[config.mk]
export PLATFORM = sky130hd
export DESIGN_NAME = sum_accumulator_flat
export DESIGN_NICKNAME = d
export VERILOG_FILES = /design/src/rtl/sum_acc_pkg.sv /design/src/rtl/sum_accumulator_if.sv /design/src/rtl/sum_accumulator_sat_add_u.sv /design/src/rtl/sum_accumulator.sv /design/src/flat_wrapper.sv
export SDC_FILE = /design/constraint.sdc
export NUM_CORES = 1
export LEC_CHECK = 0
export CAP_MARGIN = 40
export CORE_MARGIN = 2
export CORE_UTILIZATION = 45
export DETAILED_ROUTE_END_ITERATION = 7
export MAX_ROUTING_LAYER = met4
export PLACE_DENSITY = 0.68
export SYNTH_ARGS = -nofsm -noshare
export SYNTH_HDL_FRONTEND = slang
export SYNTH_HIERARCHICAL = 1
export SYNTH_SLANG_ARGS = --single-unit
[constraint.sdc]
create_clock -name clk -period 7.94 [get_ports clk]
set_input_delay 1.588 -clock clk [delete_from_list [all_inputs] [get_ports clk]]
set_output_delay 1.588 -clock clk [all_outputs]
set_load 0.1 [all_outputs]
[src/rtl/sum_acc_pkg.sv]
// Shared types and default widths for the sum accumulator block.
package sum_acc_pkg;

  typedef enum logic {
    ST_ACCUM = 1'b0,
    ST_HOLD  = 1'b1
  } state_e;

  localparam int unsigned SW_DEF        = 17;
  localparam int unsigned TW_DEF        = 9;
  localparam int unsigned ACC_W_DEF     = 24;
  localparam int unsigned CNT_W_DEF     = 8;
  localparam int unsigned BLOCK_LEN_DEF = 4;

endpackage

[src/rtl/sum_accumulator_if.sv]
// Sample input and result frame handshakes between adder stage, accumulator and report logic.
interface sum_accumulator_if #(
  parameter int unsigned SW    = sum_acc_pkg::SW_DEF,
  parameter int unsigned TW    = sum_acc_pkg::TW_DEF,
  parameter int unsigned ACC_W = sum_acc_pkg::ACC_W_DEF,
  parameter int unsigned CNT_W = sum_acc_pkg::CNT_W_DEF
);

  logic             in_valid;
  logic             in_ready;
  logic [SW-1:0]    s_in;
  logic [TW-1:0]    t_in;
  logic             ovf_in;
  logic             out_valid;
  logic             out_ready;
  logic [ACC_W-1:0] acc_s;
  logic [ACC_W-1:0] acc_t;
  logic             sat;
  logic [CNT_W-1:0] ovf_cnt;

  modport master (
    output in_valid, s_in, t_in, ovf_in, out_ready,
    input  in_ready, out_valid, acc_s, acc_t, sat, ovf_cnt
  );

  modport slave (
    input  in_valid, s_in, t_in, ovf_in, out_ready,
    output in_ready, out_valid, acc_s, acc_t, sat, ovf_cnt
  );

endinterface

[src/rtl/sum_accumulator_sat_add_u.sv]
// Unsigned W-bit adder that clamps to all-ones on carry out and flags the clamp.
module sat_add_u #(
  parameter int unsigned W = 8
) (
  input  logic [W-1:0] a,
  input  logic [W-1:0] b,
  output logic [W-1:0] sum_c,
  output logic         sat_c
);

  logic [W:0] full;

  always_comb begin
    full  = {1'b0, a} + {1'b0, b};
    sat_c = full[W];
    sum_c = full[W] ? {W{1'b1}} : full[W-1:0];
  end

endmodule

[src/rtl/sum_accumulator.sv]
// Accumulates BLOCK_LEN adder samples into saturating totals and presents one frame per block.
module sum_accumulator
  import sum_acc_pkg::*;
#(
  parameter int unsigned SW        = SW_DEF,
  parameter int unsigned TW        = TW_DEF,
  parameter int unsigned ACC_W     = ACC_W_DEF,
  parameter int unsigned CNT_W     = CNT_W_DEF,
  parameter int unsigned BLOCK_LEN = BLOCK_LEN_DEF
) (
  input  logic clk,
  input  logic rst_n,
  input  logic clear,
  sum_accumulator_if.slave bus
);

  // Sample counter must reach BLOCK_LEN independently of the overflow counter width.
  localparam int unsigned SMP_W = $clog2(BLOCK_LEN + 1);

  state_e           state;
  logic             in_ready_q;
  logic             out_valid_q;
  logic [ACC_W-1:0] acc_s_q;
  logic [ACC_W-1:0] acc_t_q;
  logic             sat_q;
  logic [CNT_W-1:0] ovf_q;
  logic [SMP_W-1:0] sample_cnt;

  logic [ACC_W-1:0] nxt_s_c;
  logic [ACC_W-1:0] nxt_t_c;
  logic [CNT_W-1:0] nxt_ovf_c;
  logic             sat_s_c;
  logic             sat_t_c;
  logic             ovf_sat_unused;
  logic             accept_c;
  logic             last_c;

  sat_add_u #(.W(ACC_W)) u_add_s (
    .a     (acc_s_q),
    .b     (ACC_W'(bus.s_in)),
    .sum_c (nxt_s_c),
    .sat_c (sat_s_c)
  );

  sat_add_u #(.W(ACC_W)) u_add_t (
    .a     (acc_t_q),
    .b     (ACC_W'(bus.t_in)),
    .sum_c (nxt_t_c),
    .sat_c (sat_t_c)
  );

  sat_add_u #(.W(CNT_W)) u_add_ovf (
    .a     (ovf_q),
    .b     (CNT_W'(bus.ovf_in)),
    .sum_c (nxt_ovf_c),
    .sat_c (ovf_sat_unused)
  );

  assign accept_c = bus.in_valid & in_ready_q;
  assign last_c   = (sample_cnt == SMP_W'(BLOCK_LEN - 1));

  // State, counters and registered handshake outputs; clear outranks accept and frame handshake.
  always_ff @(posedge clk or negedge rst_n) begin
    if (!rst_n) begin
      state       <= ST_ACCUM;
      in_ready_q  <= 1'b1;
      out_valid_q <= 1'b0;
      acc_s_q     <= '0;
      acc_t_q     <= '0;
      sat_q       <= 1'b0;
      ovf_q       <= '0;
      sample_cnt  <= '0;
    end else if (clear) begin
      state       <= ST_ACCUM;
      in_ready_q  <= 1'b1;
      out_valid_q <= 1'b0;
      acc_s_q     <= '0;
      acc_t_q     <= '0;
      sat_q       <= 1'b0;
      ovf_q       <= '0;
      sample_cnt  <= '0;
    end else begin
      case (state)
        ST_ACCUM: begin
          if (accept_c) begin
            acc_s_q    <= nxt_s_c;
            acc_t_q    <= nxt_t_c;
            sat_q      <= sat_q | sat_s_c | sat_t_c;
            ovf_q      <= nxt_ovf_c;
            sample_cnt <= sample_cnt + SMP_W'(1);
            if (last_c) begin
              state       <= ST_HOLD;
              in_ready_q  <= 1'b0;
              out_valid_q <= 1'b1;
            end
          end
        end
        ST_HOLD: begin
          if (bus.out_ready) begin
            state       <= ST_ACCUM;
            in_ready_q  <= 1'b1;
            out_valid_q <= 1'b0;
            acc_s_q     <= '0;
            acc_t_q     <= '0;
            sat_q       <= 1'b0;
            ovf_q       <= '0;
            sample_cnt  <= '0;
          end
        end
        default: state <= ST_ACCUM;
      endcase
    end
  end

  assign bus.in_ready  = in_ready_q;
  assign bus.out_valid = out_valid_q;
  assign bus.acc_s     = acc_s_q;
  assign bus.acc_t     = acc_t_q;
  assign bus.sat       = sat_q;
  assign bus.ovf_cnt   = ovf_q;

endmodule

[src/flat_wrapper.sv]
// flat-port wrapper written by rule: the top's interface ports become plain ports
module sum_accumulator_flat import sum_acc_pkg::*;
#(
  parameter int unsigned SW        = SW_DEF,
  parameter int unsigned TW        = TW_DEF,
  parameter int unsigned ACC_W     = ACC_W_DEF,
  parameter int unsigned CNT_W     = CNT_W_DEF,
  parameter int unsigned BLOCK_LEN = BLOCK_LEN_DEF
)
  (clk, rst_n, clear, bus_in_valid, bus_s_in, bus_t_in, bus_ovf_in, bus_out_ready, bus_in_ready, bus_out_valid, bus_acc_s, bus_acc_t, bus_sat, bus_ovf_cnt);
  sum_accumulator_if #(.SW(SW), .TW(TW), .ACC_W(ACC_W), .CNT_W(CNT_W)) bus_i ();
  input  logic clk;
  input  logic rst_n;
  input  logic clear;
  input wire logic [$bits(bus_i.in_valid)-1:0] bus_in_valid;
  input wire logic [$bits(bus_i.s_in)-1:0] bus_s_in;
  input wire logic [$bits(bus_i.t_in)-1:0] bus_t_in;
  input wire logic [$bits(bus_i.ovf_in)-1:0] bus_ovf_in;
  input wire logic [$bits(bus_i.out_ready)-1:0] bus_out_ready;
  output wire logic [$bits(bus_i.in_ready)-1:0] bus_in_ready;
  output wire logic [$bits(bus_i.out_valid)-1:0] bus_out_valid;
  output wire logic [$bits(bus_i.acc_s)-1:0] bus_acc_s;
  output wire logic [$bits(bus_i.acc_t)-1:0] bus_acc_t;
  output wire logic [$bits(bus_i.sat)-1:0] bus_sat;
  output wire logic [$bits(bus_i.ovf_cnt)-1:0] bus_ovf_cnt;
  assign bus_i.in_valid = bus_in_valid;
  assign bus_i.s_in = bus_s_in;
  assign bus_i.t_in = bus_t_in;
  assign bus_i.ovf_in = bus_ovf_in;
  assign bus_i.out_ready = bus_out_ready;
  assign bus_in_ready = bus_i.in_ready;
  assign bus_out_valid = bus_i.out_valid;
  assign bus_acc_s = bus_i.acc_s;
  assign bus_acc_t = bus_i.acc_t;
  assign bus_sat = bus_i.sat;
  assign bus_ovf_cnt = bus_i.ovf_cnt;
  sum_accumulator #(.SW(SW), .TW(TW), .ACC_W(ACC_W), .CNT_W(CNT_W), .BLOCK_LEN(BLOCK_LEN)) u_core (.clk(clk), .rst_n(rst_n), .clear(clear), .bus(bus_i));
endmodule
**Word-level counts from Yosys, hierarchy flattened**

Cells that the tools add are included.

- Add/subtract/negate cells: 4
- Equality and inequality tests: 4
- Multiplexer cells: 36
- Bitwise logic cells: 4
- Reduce and logical (&&, ||, !) cells: 2

Operator list:

| cell | count |
|---|---|
| 24-bit two-way mux | 7 |
| 24-bit case mux with 2 select lines | 2 |
| 8-bit two-way mux | 4 |
| 24-bit by 17-bit adder with 25-bit output | 1 |
| 24-bit by 9-bit adder with 25-bit output | 1 |
| 8-bit case mux with 2 select lines | 1 |
| 1-bit two-way mux | 14 |
| 8-bit by 1-bit adder with 9-bit output | 1 |
| 3-bit two-way mux | 3 |
| 1-bit case mux with 2 select lines | 4 |
| 3-bit by 2-bit != test with 1-bit output, second input constant | 2 |
| 3-bit case mux with 2 select lines | 1 |
| 3-bit by 1-bit adder with 3-bit output, second input constant | 1 |
| 3-bit by 2-bit equality test with 1-bit output, second input constant | 1 |
| 3-bit != test, second input constant | 1 |
| 3-bit AND reduction | 1 |
| 1-bit bitwise OR | 2 |
| 2-bit AND reduction | 1 |
| 1-bit AND | 1 |
| 1-bit NOT | 1 |

- Register bits after elaboration: 63
- Input bits: 32
- Output and inout bits: 59
- Logic and storage cells: 58

**Depth between registers and ports, before layout**

- Depth in word-level cells: 6
- Gate-level depth with buffers: 12
- Gate-level depth less buffers: 11

**Cells and area by module**

The synthesis kept the hierarchy.

By module, submodules not included:

| module | instances | cells an instance | area each (um2) | sequential area each (um2) |
|---|---|---|---|---|
| sum_accumulator | 1 | 255 | 2592.5 | 1577.8 |
| sat_add_u (u_core.u_add_t) | 1 | 223 | 1594.0 | 0.0 |
| sat_add_u (u_core.u_add_s) | 1 | 201 | 1386.3 | 0.0 |
| sat_add_u (u_core.u_add_ovf) | 1 | 49 | 387.9 | 0.0 |

**Worst setup path before layout**

No wires, ideal clock.

- Path kind: in2reg
- Start: input bus_s_in[0]
- End: register u_core.acc_s_q[18] (netlist: u_core/bus.acc_s[18])
- Setup time: 133 ps
- Arrival: 3706 ps
- Required time: 7807 ps
- Path slack: 4101 ps
- Cell stages on the path: 11
- Buffers on the path: 0
- Path through: ha_1 fa_1 a21o_1 a221oi_2 o221ai_2 a221o_2 a41o_1 xnor2_1 nand2_1 nand2_1 o21ai_0

- Word-level cells in the longest chain between the ends: 5

RTL lines:

| what | RTL line | RTL |
|---|---|---|
| from (decl) | flat_wrapper.sv:16 | `input wire logic [$bits(bus_i.s_in)-1:0] bus_s_in;` |
| 24-bit by 17-bit adder with 25-bit output | sum_accumulator_sat_add_u.sv:14 | `full = {1'b0, a} + {1'b0, b};` |
| 24-bit two-way mux | sum_accumulator_sat_add_u.sv:16 | `sum_c = full[W] ? {W{1'b1}} : full[W-1:0];` |
| via u_core.nxt_s_c[18] | sum_accumulator.sv:29 | `logic [ACC_W-1:0] nxt_s_c;` |
| 24-bit two-way mux | sum_accumulator.sv:85 | `if (accept_c) begin` |
| 24-bit case mux with 2 select lines | sum_accumulator.sv:83 | `case (state)` |
| 24-bit two-way mux | sum_accumulator.sv:73 | `end else if (clear) begin` |
| to (signal assigned) | sum_accumulator.sv:86 | `acc_s_q <= nxt_s_c;` |
| to (decl) | sum_accumulator.sv:23 | `logic [ACC_W-1:0] acc_s_q;` |

The timed path passes the listed nets, and every way through them passes these cells. The select of a mux whose other input is x is not followed.
A chain may end at the register's enable or synchronous reset.

**Worst setup path after layout**

- Start: input bus_s_in[0]
- End: register u_core.sat_q (netlist: u_core/bus.sat)

- Word-level cells in the longest chain between the ends: 6

RTL lines:

| what | RTL line | RTL |
|---|---|---|
| 24-bit by 17-bit adder with 25-bit output | sum_accumulator_sat_add_u.sv:14 |  |
| via u_core.sat_s_c | sum_accumulator.sv:32 | `logic sat_s_c;` |
| 1-bit bitwise OR (2 in series) | sum_accumulator.sv:88 | `sat_q <= sat_q \| sat_s_c \| sat_t_c;` |
| 1-bit two-way mux | sum_accumulator.sv:85 |  |
| 1-bit case mux with 2 select lines | sum_accumulator.sv:83 |  |
| 1-bit two-way mux | sum_accumulator.sv:73 |  |
| to (signal assigned) | sum_accumulator.sv:88 |  |
| to (decl) | sum_accumulator.sv:25 | `logic sat_q;` |

The timed path passes the listed nets, and every way through them passes these cells. The select of a mux whose other input is x is not followed.

==> impl_metrics.toml <==
[status]
status = "complete, no violations"

[clocking]
cts_inserted_buffers = 9
clk_latency_ns = 0.34
htree_levels = 3
tritoncts = "done"
clockRootBuffer = "clkbuf_16"
cts-resized-gates = 0
clockBufferDepth = 2
hold_buffers = 0
cts_setup_buffers = 0
clkTransAtPathRegs_ns = 0.06
clock-sinks = 63

[final_layout]
mostFrequentLayoutCells = "nand2_1 (114), clkdlybuf4s50_1 (89), o21ai_0 (67)"
final_core_util_pct = 63.3
antenna_cells = 0
regArea_um2 = 1580
num-fill-cells = 1087
drive_gt1_share_pct = 13.2
area.growth.synth_to_final_pct = 39.1
final_common_cell = "nand2_1"
multi_input_comb_area_um2 = 4230
final_net_count = 977

[floorplanning]
rows = 42
core-area_um2 = 13100
die_w_um = 119
die_y_um = 119
num_io_pins = 91
initial_core_util_pct = 45.5
die_area_um2 = 14200

[power_and_ir_drop]
p_sw_mw = 1.23
power.ir.vdd_worst_uv = 172
power.static_leakage_nw = 3.77
clock_power_share_pct = 15.6
combPwrFrac_pct = 66.4
p_seq_share_pct = 18.0
p_int_mw = 1.22
p_per_area_nw_per_um2 = 296
sw_frac_of_total_pct = 50.2

[setup_path]
r2r_setup_slack_ns = 4.88
crit_fanout = 24
cp-start-kind = "input port"
crit_type = "in2reg"
r2r-start = "u_core/bus.acc_s[0]"
arrival_ns = 4.51
r2r_end = "u_core/bus.sat"
reg2regPathDepth = 11
endpoint_kind = "flip-flop"
crit_required_ns = 8.17

[logic_synthesis]
yosysWarnings = 6
postSynthCellCount = 727
syn_avg_cell_area_um2 = 8.19
syn-cell-area_um2 = 5960

[global_routing]
grt_util_all_layers_pct = 25.6
grt_pass1_wl_mm = 29.1
grt_overflow_total = 0
grt_pass1_vias = 6074
grt_max_degree = 93
antenna_found_initial = 0

[timing]
final.min_clock_period_ns = 4.28
setup-violations-final = 0
fmax_ghz = 0.233
hold_viol = 0
fin_tns_setup_ns = 0
slew_viol_final = 0
post-route-period-util_pct = 54.0
clock_skew_ns = 0.00838
slew_headroom_pct = 59.9
tightest_slew_ns = 0.602
rsz0062_at_grt = "no"

[placement]
dpl.hpwl_mm = 12.3
gp_congestion = 0.901
port_buffers = 90

[flow_run]
drv_cap = 0

[worst_hold_path]
min_from = "u_core/sample_cnt[2]"
holdPathStages = 2
min_path_type = "reg2reg"
min_to = "u_core/sample_cnt[2]"

[routing]
top_layer = "met4"
wl_met3_um = 559
drt_iter0_drc = 396
detail_route.wl_per_cell_um = 15.8
vias_per_cell = 5.59
met2_wirelength_mm = 8.50
routed-via-count = 5953
first_pass_iters = 5
wl_mm = 16.8
drc = 0
ant_nets = 0
met1Wirelength_mm = 7.57
## power groups by stage
stage | Combinational (mW) | Sequential, mW | Clock (mW)
3_5_place_dp | 1.60 | 0.449 | 0
3_3_place_gp | 1.36 | 0.448 | 0
2_1_floorplan | 0.668 | 0.878 | 0
6_report | 1.63 | 0.442 | 0.383
4_1_cts | 1.61 | 0.444 | 0.390
5_1_grt | 1.74 | 0.453 | 0.408
## stage by stage
stage | area (um2) | total power, mW | hold slack, ns | worst slack, ns | cells
2_1_floorplan | 6070 | 1.55 | 0.464 | 4.10 | 756
3_3_place_gp | 7000 | 1.81 | 0.484 | 3.35 | 987
3_5_place_dp | 7980 | 2.05 | 0.503 | 3.30 | 1048
4_1_cts | 8260 | 2.44 | 0.516 | 3.64 | 1064
5_1_grt | 8290 | 2.60 | 0.546 | 3.49 | 1065
6_report | 8290 | 2.46 | 0.510 | 3.66 | 1065
## per-layer routing
metal,vias to the layer above,GRT usage [%]
li1,2937,-
met1,2864,31.7
met2,129,43.6
met3,23,4.45
met4,0,5.73
met5,-,-
## how the worst max path moves through the flow
| stage | startpoint | endpoint |
|---|---|---|
| floorplan | bus_s_in[0] | u_core/bus.acc_s[18] |
| global placement | bus_s_in[0] | u_core/bus.sat |
| detailed placement | bus_s_in[0] | u_core/bus.sat |
| CTS | bus_s_in[0] | u_core/bus.sat |
| global route | bus_s_in[0] | u_core/bus.sat |
| finish | bus_s_in[0] | u_core/bus.sat |
## sequential cells by signal (all words and copies together) (netlist names)
name,cells
u_core/bus.acc_s,24
u_core/bus.acc_t,24
u_core/bus.ovf_cnt,8
u_core/sample_cnt,3
u_core/bus.in_ready,1
u_core/bus.out_valid,1
u_core/bus.sat,1
u_core/state,1
## cell type report
cell class,instances,share of cell area [%]
Timing Repair Buffer,154,23.1
Multi-Input combinational cell,640,51.0
Clock buffer,10,2.88
Inverter,16,0.755
Tap cell,176,2.66
Sequential cell,63,19.0
Clock inverter,6,0.544
## critical path, stage by stage
cell and delay, ns:
clkdlybuf4s50_1 0.40, ha_1 0.21, fa_1 0.40, a21o_1 0.23
a221oi_2 0.30, o211a_1 0.28, o21a_1 0.18, o21a_2 0.46
inv_1 0.12, nor2_1 0.12, nor2_1 0.04, o21a_1 0.17
No activity file was read; power rests on OpenSTA's default activity.
